[src/rtl/fp_pkg.sv]
// Shared definitions for the pipelined floating-point multiplier.
//   fp_class_e  : operand / result classification
//   FLAG_*      : bit positions inside the 3-bit flags word {invalid, overflow, underflow}
//   fp_bias     : exponent bias for a given exponent width
//   fp_qnan     : canonical quiet NaN {0, all-ones, 1, zeros}, returned LSB-aligned in 64 bits
//   fp_classify : classify an operand from its exponent / fraction summary bits
package fp_pkg;

    typedef enum logic [1:0] {FP_ZERO, FP_NORM, FP_INF, FP_NAN} fp_class_e;

    localparam int FLAG_UF  = 0;
    localparam int FLAG_OF  = 1;
    localparam int FLAG_INV = 2;
    localparam int FLAG_W   = 3;

    function automatic int fp_bias(input int exp_w);
        return (1 << (exp_w - 1)) - 1;
    endfunction

    function automatic logic [63:0] fp_qnan(input int exp_w, input int man_w);
        logic [63:0] w;
        w = '0;
        for (int i = 0; i < exp_w; i++) w[man_w + i] = 1'b1;
        w[man_w - 1] = 1'b1;
        return w;
    endfunction

    // Subnormals (exp == 0, frac != 0) are flushed and classify as zero.
    function automatic fp_class_e fp_classify(input logic exp_zero, input logic exp_ones,
                                              input logic frac_zero);
        if (exp_zero) return FP_ZERO;
        if (!exp_ones) return FP_NORM;
        return frac_zero ? FP_INF : FP_NAN;
    endfunction

endpackage

[src/rtl/fp_round_pack.sv]
// Round-to-nearest-even and pack for a normalised product.
//   sign_i      : result sign
//   exp_i       : signed biased exponent (EXP_W+2 bits, cannot wrap)
//   man_i       : normalised mantissa including the leading one
//   grs_i       : {guard, round, sticky}
//   word_o      : packed {sign, exp, frac}; saturates to inf / zero on range errors
//   overflow_o  : final exponent >= all-ones
//   underflow_o : final exponent <= 0
module fp_round_pack #(
    parameter int EXP_W = 5,
    parameter int MAN_W = 10
) (
    input  logic                     sign_i,
    input  logic signed [EXP_W+1:0]  exp_i,
    input  logic [MAN_W:0]           man_i,
    input  logic [2:0]               grs_i,
    output logic [EXP_W+MAN_W:0]     word_o,
    output logic                     overflow_o,
    output logic                     underflow_o
);
    localparam int EW2 = EXP_W + 2;
    localparam logic signed [EW2-1:0] EXP_MAX  = EW2'((1 << EXP_W) - 1);
    localparam logic signed [EW2-1:0] EXP_ZERO = '0;

    logic                  rnd_up;
    logic                  carry;
    logic [MAN_W+1:0]      man_r;
    logic [MAN_W-1:0]      frac;
    logic signed [EW2-1:0] exp_f;

    always_comb begin
        // Round up when above half, or exactly half and the kept LSB is odd.
        rnd_up = grs_i[2] & (grs_i[1] | grs_i[0] | man_i[0]);
        man_r  = {1'b0, man_i} + {{(MAN_W+1){1'b0}}, rnd_up};
        // Carry-out means the mantissa became 10.00..0: renormalise by one.
        carry  = man_r[MAN_W+1];
        frac   = carry ? man_r[MAN_W:1] : man_r[MAN_W-1:0];
        exp_f  = exp_i + $signed({{(EW2-1){1'b0}}, carry});

        overflow_o  = (exp_f >= EXP_MAX);
        underflow_o = (exp_f <= EXP_ZERO);

        if (overflow_o)
            word_o = {sign_i, {EXP_W{1'b1}}, {MAN_W{1'b0}}};
        else if (underflow_o)
            word_o = {sign_i, {(EXP_W+MAN_W){1'b0}}};
        else
            word_o = {sign_i, exp_f[EXP_W-1:0], frac};
    end

endmodule

[src/rtl/fp_mult_pipe.sv]
// Three-stage pipelined IEEE-style multiplier with valid/ready handshakes.
//   S1: unpack, classify, mantissa multiply, exponent sum
//   S2: normalise, extract guard/round/sticky
//   S3: round, pack, special-case select (registered output)
// Ports:
//   clk_in, rst_n          : clock, async active-low reset
//   a, b, tag_in           : operands {sign, exp, frac} and sideband tag
//   in_valid / in_ready    : operand handshake
//   result, tag_out, flags : product, matching tag, {invalid, overflow, underflow}
//   out_valid / out_ready  : result handshake
// Requires MAN_W >= 3 (guard/round/sticky extraction).
module fp_mult_pipe
    import fp_pkg::*;
#(
    parameter int EXP_W = 5,
    parameter int MAN_W = 10,
    parameter int TAG_W = 4
) (
    input  logic                 clk_in,
    input  logic                 rst_n,
    input  logic [EXP_W+MAN_W:0] a,
    input  logic [EXP_W+MAN_W:0] b,
    input  logic [TAG_W-1:0]     tag_in,
    input  logic                 in_valid,
    output logic                 in_ready,
    output logic [EXP_W+MAN_W:0] result,
    output logic [TAG_W-1:0]     tag_out,
    output logic [FLAG_W-1:0]    flags,
    output logic                 out_valid,
    input  logic                 out_ready
);
    localparam int W      = 1 + EXP_W + MAN_W;
    localparam int MW     = MAN_W + 1;
    localparam int PW     = 2 * MW;
    localparam int EW2    = EXP_W + 2;
    localparam int STAGES = 3;
    localparam logic signed [EW2-1:0] BIAS_S = EW2'(fp_bias(EXP_W));
    localparam logic [W-1:0]          QNAN   = W'(fp_qnan(EXP_W, MAN_W));

    // ---------------- pipeline control ----------------
    logic [STAGES:1] vld_pipe_q, vld_pipe_d, stg_en;

    always_comb begin
        // A stage may load when it is empty or its content moves on this cycle.
        stg_en[3] = !vld_pipe_q[3] || out_ready;
        stg_en[2] = !vld_pipe_q[2] || stg_en[3];
        stg_en[1] = !vld_pipe_q[1] || stg_en[2];
        vld_pipe_d[1] = stg_en[1] ? in_valid      : vld_pipe_q[1];
        vld_pipe_d[2] = stg_en[2] ? vld_pipe_q[1] : vld_pipe_q[2];
        vld_pipe_d[3] = stg_en[3] ? vld_pipe_q[2] : vld_pipe_q[3];
    end

    always_ff @(posedge clk_in or negedge rst_n) begin
        if (!rst_n) vld_pipe_q <= '0;
        else        vld_pipe_q <= vld_pipe_d;
    end

    assign in_ready  = stg_en[1];
    assign out_valid = vld_pipe_q[3];

    // ---------------- S1: unpack / classify / multiply ----------------
    logic [EXP_W-1:0] a_exp, b_exp;
    logic [MAN_W-1:0] a_frac, b_frac;
    fp_class_e        a_cls, b_cls;

    fp_class_e             s1_cls_d, s1_cls_q;
    logic                  s1_sign_d, s1_sign_q;
    logic signed [EW2-1:0] s1_exp_d, s1_exp_q;
    logic [PW-1:0]         s1_prod_d, s1_prod_q;
    logic [TAG_W-1:0]      s1_tag_q;

    always_comb begin
        a_exp  = a[W-2:MAN_W];
        b_exp  = b[W-2:MAN_W];
        a_frac = a[MAN_W-1:0];
        b_frac = b[MAN_W-1:0];
        a_cls  = fp_classify(a_exp == '0, &a_exp, a_frac == '0);
        b_cls  = fp_classify(b_exp == '0, &b_exp, b_frac == '0);

        // Precedence: invalid > infinity > zero > normal.
        s1_cls_d = FP_NORM;
        if (a_cls == FP_NAN || b_cls == FP_NAN ||
            (a_cls == FP_INF && b_cls == FP_ZERO) || (a_cls == FP_ZERO && b_cls == FP_INF))
            s1_cls_d = FP_NAN;
        else if (a_cls == FP_INF || b_cls == FP_INF)
            s1_cls_d = FP_INF;
        else if (a_cls == FP_ZERO || b_cls == FP_ZERO)
            s1_cls_d = FP_ZERO;

        s1_sign_d = a[W-1] ^ b[W-1];
        // Two extra bits keep the sum signed and wrap-free through later +1 adjustments.
        s1_exp_d  = $signed({2'b00, a_exp}) + $signed({2'b00, b_exp}) - BIAS_S;
        s1_prod_d = {{MW{1'b0}}, 1'b1, a_frac} * {{MW{1'b0}}, 1'b1, b_frac};
    end

    always_ff @(posedge clk_in) begin
        if (stg_en[1] && in_valid) begin
            s1_cls_q  <= s1_cls_d;
            s1_sign_q <= s1_sign_d;
            s1_exp_q  <= s1_exp_d;
            s1_prod_q <= s1_prod_d;
            s1_tag_q  <= tag_in;
        end
    end

    // ---------------- S2: normalise ----------------
    logic                  norm;
    logic signed [EW2-1:0] s2_exp_d, s2_exp_q;
    logic [MAN_W:0]        s2_man_d, s2_man_q;
    logic [2:0]            s2_grs_d, s2_grs_q;
    fp_class_e             s2_cls_q;
    logic                  s2_sign_q;
    logic [TAG_W-1:0]      s2_tag_q;

    always_comb begin
        // Product of two [1,2) mantissas lies in [1,4); MSB set means [2,4).
        norm = s1_prod_q[PW-1];
        if (norm) begin
            s2_man_d = s1_prod_q[PW-1 -: MW];
            s2_grs_d = {s1_prod_q[MW-1], s1_prod_q[MW-2], |s1_prod_q[MW-3:0]};
        end else begin
            s2_man_d = s1_prod_q[PW-2 -: MW];
            s2_grs_d = {s1_prod_q[MW-2], s1_prod_q[MW-3], |s1_prod_q[MW-4:0]};
        end
        s2_exp_d = s1_exp_q + $signed({{(EW2-1){1'b0}}, norm});
    end

    always_ff @(posedge clk_in) begin
        if (stg_en[2] && vld_pipe_q[1]) begin
            s2_cls_q  <= s1_cls_q;
            s2_sign_q <= s1_sign_q;
            s2_exp_q  <= s2_exp_d;
            s2_man_q  <= s2_man_d;
            s2_grs_q  <= s2_grs_d;
            s2_tag_q  <= s1_tag_q;
        end
    end

    // ---------------- S3: round / pack / select ----------------
    logic [W-1:0]        rp_word;
    logic                rp_of, rp_uf;
    logic [W-1:0]        s3_res_d, s3_res_q;
    logic [FLAG_W-1:0]   s3_flags_d, s3_flags_q;
    logic [TAG_W-1:0]    s3_tag_q;

    fp_round_pack #(.EXP_W(EXP_W), .MAN_W(MAN_W)) u_round_pack (
        .sign_i      (s2_sign_q),
        .exp_i       (s2_exp_q),
        .man_i       (s2_man_q),
        .grs_i       (s2_grs_q),
        .word_o      (rp_word),
        .overflow_o  (rp_of),
        .underflow_o (rp_uf)
    );

    always_comb begin
        s3_res_d   = rp_word;
        s3_flags_d = '0;
        case (s2_cls_q)
            FP_NAN: begin
                s3_res_d             = QNAN;
                s3_flags_d[FLAG_INV] = 1'b1;
            end
            FP_INF:  s3_res_d = {s2_sign_q, {EXP_W{1'b1}}, {MAN_W{1'b0}}};
            FP_ZERO: s3_res_d = {s2_sign_q, {(EXP_W+MAN_W){1'b0}}};
            default: begin
                s3_flags_d[FLAG_OF] = rp_of;
                s3_flags_d[FLAG_UF] = rp_uf;
            end
        endcase
    end

    // Output registers only change when a new result enters, so they hold
    // steady while the consumer stalls.
    always_ff @(posedge clk_in or negedge rst_n) begin
        if (!rst_n) begin
            s3_res_q   <= '0;
            s3_flags_q <= '0;
            s3_tag_q   <= '0;
        end else if (stg_en[3] && vld_pipe_q[2]) begin
            s3_res_q   <= s3_res_d;
            s3_flags_q <= s3_flags_d;
            s3_tag_q   <= s2_tag_q;
        end
    end

    assign result  = s3_res_q;
    assign flags   = s3_flags_q;
    assign tag_out = s3_tag_q;

endmodule

[config.mk]
export PLATFORM = sky130hd
export DESIGN_NAME = fp_mult_pipe
export DESIGN_NICKNAME = d
export VERILOG_FILES = /design/src/rtl/fp_pkg.sv /design/src/rtl/fp_round_pack.sv /design/src/rtl/fp_mult_pipe.sv
export SDC_FILE = /design/constraint.sdc
export NUM_CORES = 1
export LEC_CHECK = 0
export CELL_PAD_IN_SITES_DETAIL_PLACEMENT = 1
export CELL_PAD_IN_SITES_GLOBAL_PLACEMENT = 1
export CORE_ASPECT_RATIO = 0.75
export CORE_MARGIN = 4
export CORE_UTILIZATION = 47
export CTS_CLUSTER_DIAMETER = 100
export CTS_CLUSTER_SIZE = 40
export DETAILED_ROUTE_END_ITERATION = 16
export PLACE_DENSITY_LB_ADDON = 0.25
export SETUP_SLACK_MARGIN = 0.05
export SYNTH_ARGS = -nofsm -noshare
export SYNTH_HDL_FRONTEND = slang
export SYNTH_SLANG_ARGS = --single-unit
[constraint.sdc]
create_clock -name clk_in -period 3.3 [get_ports clk_in]
set_input_delay 0.495 -clock clk_in [delete_from_list [all_inputs] [get_ports clk_in]]
set_output_delay 0.495 -clock clk_in [all_outputs]
set_load 0.005 [all_outputs]
* Yosys cells after proc, flatten, opt, wreduce, memory -nomap -nowiden *
Cells that the tools add are included.

word-level totals
  output and inout bits = 25
  bits in latches = 0
  memory bits (read-only) = 0
  memory bits (writable) = 0
  memories kept = 0
  flip-flop bits (word level) = 90

cells by class
  $add $sub $neg = 5
  reductions and logical operators = 29
  bitwise logic cells = 4
  multiplexer cells = 26
  $mul = 1
  divide/modulo/power cells = 0
  shift operators = 0
  equal/unequal tests = 6
  order comparisons = 2

operator list
  operator               count
  $pmux W16 S3           1
  $mux W15               2
  $mul A11 B11 Y22       1
  $logic_not A10 Y1      2
  $mux W10               2
  $mux W2                9
  $add A7 B2 Y7          2
  $add A11 B1 Y12        1
  $eq A2 B2 Y1 const B   6
  $mux W1                11
  $logic_not A5 Y1       2
  $reduce_and A5 Y1      2
  $reduce_or A9 Y1       1
  $logic_or A1 B1 Y1     8
  $reduce_or A8 Y1       1
  $ge A7 B6 Y1 const B   1
  $le A7 B1 Y1 const B   1
  $sub A6 B4 Y7 const B  1
  $add A5 B5 Y6          1
  $logic_not A2 Y1       3
  $logic_and A1 B1 Y1    5
  $logic_not A1 Y1       3
  $mux W3                1
  $reduce_or A3 Y1       1
  other kinds (4)        5

* Depth between registers and ports, before layout *
  word-level depth = 10
  mapped depth = 20
  depth with buffers taken out = 18

* By module *
Synthesis repeated with hierarchy kept, for this count alone.

second synthesis, totals
  cells, all modules = 814
  area, all modules = 8265.4 sq um

modules (own cells, without submodules)
  module         area an instance (sq um)  times used  seq. area each (sq um)  cells an instance
  fp_mult_pipe   7588.5                    1           2572.5                  728
  fp_round_pack  676.9                     1           0.0                     86

* Least setup slack after synthesis *
No wires, ideal clock.

  path kind = input to register
  start = in a[1]
  end = reg s1_prod_q[13] (data pin)
  stages = 19
  setup time = 0.259 ns
  arrival time = 4.975 ns
  slack = -1.934 ns
  cell sequence = clkbuf_1 -> inv_1 -> nor2_1 -> fa_1 -> inv_1 -> fa_1 -> inv_1 -> fa_1 -> fa_1 -> inv_1 -> fa_1 -> inv_1 -> ha_1 -> clkbuf_1 -> a21o_1 -> or4_1 -> a21o_1 -> a21oi_2 -> xnor2_1

between the ends
  word-level cells in the longest chain between the ends = 1

RTL lines
  element               line                 RTL
  from (decl)           fp_mult_pipe.sv:21   input logic [EXP_W+MAN_W:0] a,
  $mul A11 B11 Y22      fp_mult_pipe.sv:93   s1_prod_d = {{MW{1'b0}}, 1'b1, a_frac} * {{MW{1'b0}}, 1'b1, b_frac};
  via s1_prod_d[13]     fp_mult_pipe.sv:69   logic [PW-1:0] s1_prod_d, s1_prod_q;
  to (signal assigned)  fp_mult_pipe.sv:101  s1_prod_q <= s1_prod_d;
  to (decl)             fp_mult_pipe.sv:69

The timed path passes the listed nets, and every way through them passes these cells.
A chain may end at the register's enable or synchronous reset.

* Final worst setup path *
  start = in b[4]
  end = reg s1_prod_q[18] (data pin)

between the ends
  word-level cells in the longest chain between the ends = 1

RTL lines
  element            line                RTL
  from (decl)        fp_mult_pipe.sv:22  input logic [EXP_W+MAN_W:0] b,
  $mul A11 B11 Y22   fp_mult_pipe.sv:93
  via s1_prod_d[18]  fp_mult_pipe.sv:69

The timed path passes the listed nets, and every way through them passes these cells.

==> results_tabular.tex <==
\begin{tabular}{lr}
\hline
Metric & Value \\
\hline
\multicolumn{2}{l}{\textbf{Global route}} \\
Maximum number of pins on one net before global-route repair & 37 \\
Initial antenna violation count & 2 \\
Global route overflow & 0 \\
Total routing resource utilization after global routing & 0.303 \\
Global-route wire length before repair & 45.3 mm \\
Number of global-route vias before repair & 8033 \\
\multicolumn{2}{l}{\textbf{Floorplanning}} \\
Die extent in y & 121 um \\
Placeable core region & 16800 um2 \\
Die Outline Area & 19300 um2 \\
DIE WIDTH & 159 um \\
Number of core rows & 41 \\
Top Ports & 65 \\
Effective utilization at floorplan & 0.478 \\
\multicolumn{2}{l}{\textbf{Timing}} \\
Layout Skew & 0.00926 ns \\
Final setup vio count & 19 \\
Transition time at the pin with the least slew margin & 0.861 ns \\
Setup repair after global routing missed its margin & true \\
Share of the cycle needed by the critical path after routing & 1.50 \\
Achievable Freq & 202 MHz \\
Hold Vio Cnt, Final & 0 \\
Worst slew margin & 0.425 \\
Crit path time final & 4.95 ns \\
Final number of max-transition violations & 0 \\
Setup ws final & -1.65 ns \\
Final hold slack & 0.429 ns \\
\multicolumn{2}{l}{\textbf{Clock tree}} \\
Clock Latency Late Sink & 0.37 ns \\
CTS Root Buffer Type & sky130\_fd\_sc\_hd\_\_clkbuf\_16 \\
Max Buffers Root-to-Sink & 2 \\
Sinks on Clock Net & 90 \\
Clock-pin transition on the worst setup and hold timing paths & 0.07 ns \\
CTS tree & built \\
CTS Buf Count & 9 \\
Number of levels in the clock H-tree & 3 \\
\multicolumn{2}{l}{\textbf{Power and ir drop}} \\
Share of power burned in the clock network & 0.082 \\
Cell Pwr Density & 1130 nW/um2 \\
Switching Power & 5930 uW \\
Leakage & 0.00505 uW \\
Internal cell power & 6580 uW \\
Maximum vdd drop & 679 uV \\
Part of the total power dissipated in sequential elements & 0.158 \\
Combinational fraction of design power & 0.761 \\
Net switching share of the total power & 0.474 \\
\multicolumn{2}{l}{\textbf{Hold path}} \\
Hold Path Class & flop to flop \\
Hold Crit Depth & 0 \\
\multicolumn{2}{l}{\textbf{Place}} \\
Dpl cells & 1167 \\
Routability Congestion & 0.907 \\
Detailed placer's ending HPWL & 18.5 mm \\
Port bufs & 64 \\
\multicolumn{2}{l}{\textbf{Final layout}} \\
Area growth from synthesis to layout & 37.2\% \\
Finished Layout Cells & 1222 \\
Share of post-route cells with drive strength above 1 & 0.326 \\
Final net count & 1195 \\
Final core utilization & 0.656 \\
\multicolumn{2}{l}{\textbf{Worst setup path}} \\
Crit end category & flop \\
Crit Path Class & input port to flop \\
Req. time, crit path & 3.52 ns \\
Worst Path Arrival & 5.17 ns \\
Worst setup SP type & input port \\
R2R cell count & 10 \\
Maximum fanout along the worst path & 4 \\
\multicolumn{2}{l}{\textbf{Synthesis}} \\
Post-synth EDFFs & 64 \\
Cell types with the largest area share after synthesis & sky130\_fd\_sc\_hd\_\_edfxtp\_1 24\%, sky130\_fd\_sc\_hd\_\_fa\_1 20\%, sky130\_fd\_sc\_hd\_\_ha\_1 11\% \\
Top\_reg\_cell synth & sky130\_fd\_sc\_hd\_\_edfxtp\_1 \\
Synth async-reset ratio & 0.289 \\
Proportion of synthesized chip area in sequential cells & 0.320 \\
\#FFs+latches synth & 90 \\
Post-Syn Area & 8050 um2 \\
Post-Synthesis Cells & 802 \\
Post-synth net total & 996 \\
Yosys synthesis warning count & 0 \\
Mapped Avg Cell Area & 10.0 um2 \\
Dominant cell type by area after synthesis & sky130\_fd\_sc\_hd\_\_edfxtp\_1 \\
Area share of the leading cell type in the synthesized netlist & 0.239 \\
Number of different library cells in the post-synthesis netlist & 56 \\
\multicolumn{2}{l}{\textbf{Routing}} \\
Detailed-route wire length per cell & 27.7 um \\
First DRT Iteration DRCs & 595 \\
Post-detailed-route via-to-cell ratio & 6.11 \\
Via count & 7463 \\
Drt total wl & 33.8 mm \\
Number of iterations in the first detailed-routing pass & 5 \\
Post-detailed-route DRC marker count & 0 \\
Antenna Nets Post-Route & 0 \\
\multicolumn{2}{l}{\textbf{Run}} \\
Count of maximum capacitance violations & 0 \\
\multicolumn{2}{l}{\textbf{Run status}} \\
Violations in the final reports & negative setup slack \\
Outcome & finished, violations left \\
\hline
\end{tabular}
## power groups by stage
stage	Clock, uW	Sequential (uW)	Combinational [uW]
after floorplan	0	1880	3660
after global placement	0	1920	5560
after detailed placement	0	1950	5890
after CTS	984	1930	7620
after global routing	1070	1990	9890
final	1020	1970	9520
## state kept, by name, summed over array words and instances, names as in the netlist
name	cells
s2_sign_q	1
s1_tag_q	4
s1_prod_q	22
s1_exp_q	7
s2_tag_q	4
s1_sign_q	1
s1_cls_q	2
s2_man_q	11
tag_out	4
flags	3
s2_grs_q	3
vld_pipe_q	3
result	16
s2_cls_q	2
s2_exp_q	7
## per-layer routing
| metal | GRT usage | routed length [um] |
|---|---|---|
| met5 | 0 | 0 |
| met4 | 0.105 | 2260 |
| met1 | 0.371 | 12400 |
| met3 | 0.0560 | 2420 |
| met2 | 0.544 | 16700 |
## through the flow
stage	TNS (ns)	cell area, um2	total power [uW]	setup WS, ns
floorplan	-19.36	8380	5530	-1.71
global placement	-33.53	9850	7480	-2.17
finish	-21.79	11000	12500	-1.65
detailed placement	-35.57	9850	7840	-2.31
global route	-23.35	11000	13000	-1.76
CTS	-17.94	10800	10500	-1.33
## synthesized netlist by cell type, types with 6 or more instances
| cell | number |
|---|---|
| sky130_fd_sc_hd__nor3_1 | 7 |
| sky130_fd_sc_hd__xnor2_1 | 20 |
| sky130_fd_sc_hd__nor2_1 | 40 |
| sky130_fd_sc_hd__nand3_1 | 20 |
| sky130_fd_sc_hd__fa_1 | 81 |
| sky130_fd_sc_hd__o21ai_0 | 18 |
| sky130_fd_sc_hd__nand2_1 | 100 |
| sky130_fd_sc_hd__a31oi_1 | 8 |
| sky130_fd_sc_hd__clkbuf_1 | 25 |
| sky130_fd_sc_hd__dfrtp_1 | 26 |
| sky130_fd_sc_hd__nand2b_1 | 6 |
| sky130_fd_sc_hd__mux2_2 | 13 |
| sky130_fd_sc_hd__ha_1 | 73 |
| sky130_fd_sc_hd__xor2_1 | 8 |
| sky130_fd_sc_hd__a21o_1 | 10 |
| sky130_fd_sc_hd__and3_1 | 7 |
| sky130_fd_sc_hd__and2_1 | 43 |
| sky130_fd_sc_hd__a21oi_1 | 23 |
| sky130_fd_sc_hd__edfxtp_1 | 64 |
| sky130_fd_sc_hd__nor2b_1 | 6 |
| sky130_fd_sc_hd__nor4_1 | 7 |
| sky130_fd_sc_hd__inv_1 | 133 |
## what timing repair did
item                                    in CTS  in global routing
cloned                                       1                  0
hold buffers                                 0                  0
resized for setup                          203                 57
buffers inserted                            33                 13
endpoints found under the setup margin      26                 34
pin swaps                                   72                 24
## final timing paths
kind,from,endpoint,slack (ns)
worst min-delay path,s1_sign_q$_DFFE_PP_,s2_sign_q$_DFFE_PP_,0.43
worst min register to register,s1_sign_q$_DFFE_PP_,s2_sign_q$_DFFE_PP_,0.43
worst max-delay path,b[4],s1_prod_q[18]$_DFFE_PP_,-1.65
min in group asynchronous,rst_n,vld_pipe_q[2]$_DFFE_PN0P_,0.49
max in group asynchronous,rst_n,tag_out[3]$_DFFE_PN0P_,2.54
worst max register to register,s2_man_q[0]$_DFFE_PP_,result[13]$_DFFE_PN0P_,-0.03
## worst max-delay path, stage by stage
cell and delay, ns:
sky130_fd_sc_hd__buf_8 0.09, sky130_fd_sc_hd__buf_6 0.11, sky130_fd_sc_hd__nand2_2 0.05, sky130_fd_sc_hd__fa_1 0.50, sky130_fd_sc_hd__inv_1 0.06, sky130_fd_sc_hd__fa_1 0.50, sky130_fd_sc_hd__inv_1 0.06, sky130_fd_sc_hd__fa_1 0.53
sky130_fd_sc_hd__inv_2 0.05, sky130_fd_sc_hd__fa_1 0.54, sky130_fd_sc_hd__inv_2 0.06, sky130_fd_sc_hd__fa_1 0.52, sky130_fd_sc_hd__inv_2 0.06, sky130_fd_sc_hd__ha_4 0.30, sky130_fd_sc_hd__a21oi_4 0.07, sky130_fd_sc_hd__o21a_1 0.19
sky130_fd_sc_hd__o31ai_4 0.27, sky130_fd_sc_hd__a21oi_2 0.09, sky130_fd_sc_hd__nor4_1 0.39, sky130_fd_sc_hd__a311o_1 0.22
## cell type report
| cell class | instances | area, um2 |
|---|---|---|
| fillers | 1765 | 5780 |
| multi-input cells | 553 | 5510 |
| flip-flops and latches | 90 | 2570 |
| repair buffers | 214 | 1890 |
| inverters | 133 | 515 |
| well taps | 215 | 269 |
| clock buffers | 10 | 229 |
| clock inverters | 6 | 53.8 |
| diodes | 1 | 2.50 |
## kinds of logic after synthesis
family | count (synthesis) | share of synthesized area
fa+ha+maj | 154 | 0.315
buf+inv | 159 | 0.0742
flops | 90 | 0.320
compound gates | 99 | 0.0799
xor+xnor | 28 | 0.0305
simple gates | 257 | 0.160
mux | 15 | 0.0207
## layout by cell type, fill, tap and decap left out, types with 14 or more instances in the layout
| cell type | instances |
|---|---|
| sky130_fd_sc_hd__buf_4 | 125 |
| sky130_fd_sc_hd__inv_1 | 103 |
| sky130_fd_sc_hd__nand2_1 | 82 |
| sky130_fd_sc_hd__fa_1 | 77 |
| sky130_fd_sc_hd__edfxtp_1 | 64 |
| sky130_fd_sc_hd__ha_1 | 56 |
| sky130_fd_sc_hd__clkdlybuf4s50_1 | 44 |
| sky130_fd_sc_hd__and2_1 | 41 |
| sky130_fd_sc_hd__buf_6 | 34 |
| sky130_fd_sc_hd__nor2_1 | 32 |
| sky130_fd_sc_hd__inv_2 | 26 |
| sky130_fd_sc_hd__dfrtp_1 | 26 |
| sky130_fd_sc_hd__nand3_1 | 17 |
| sky130_fd_sc_hd__xnor2_1 | 17 |
| sky130_fd_sc_hd__ha_4 | 14 |
Note: power is estimated with default switching activity, not from simulation.
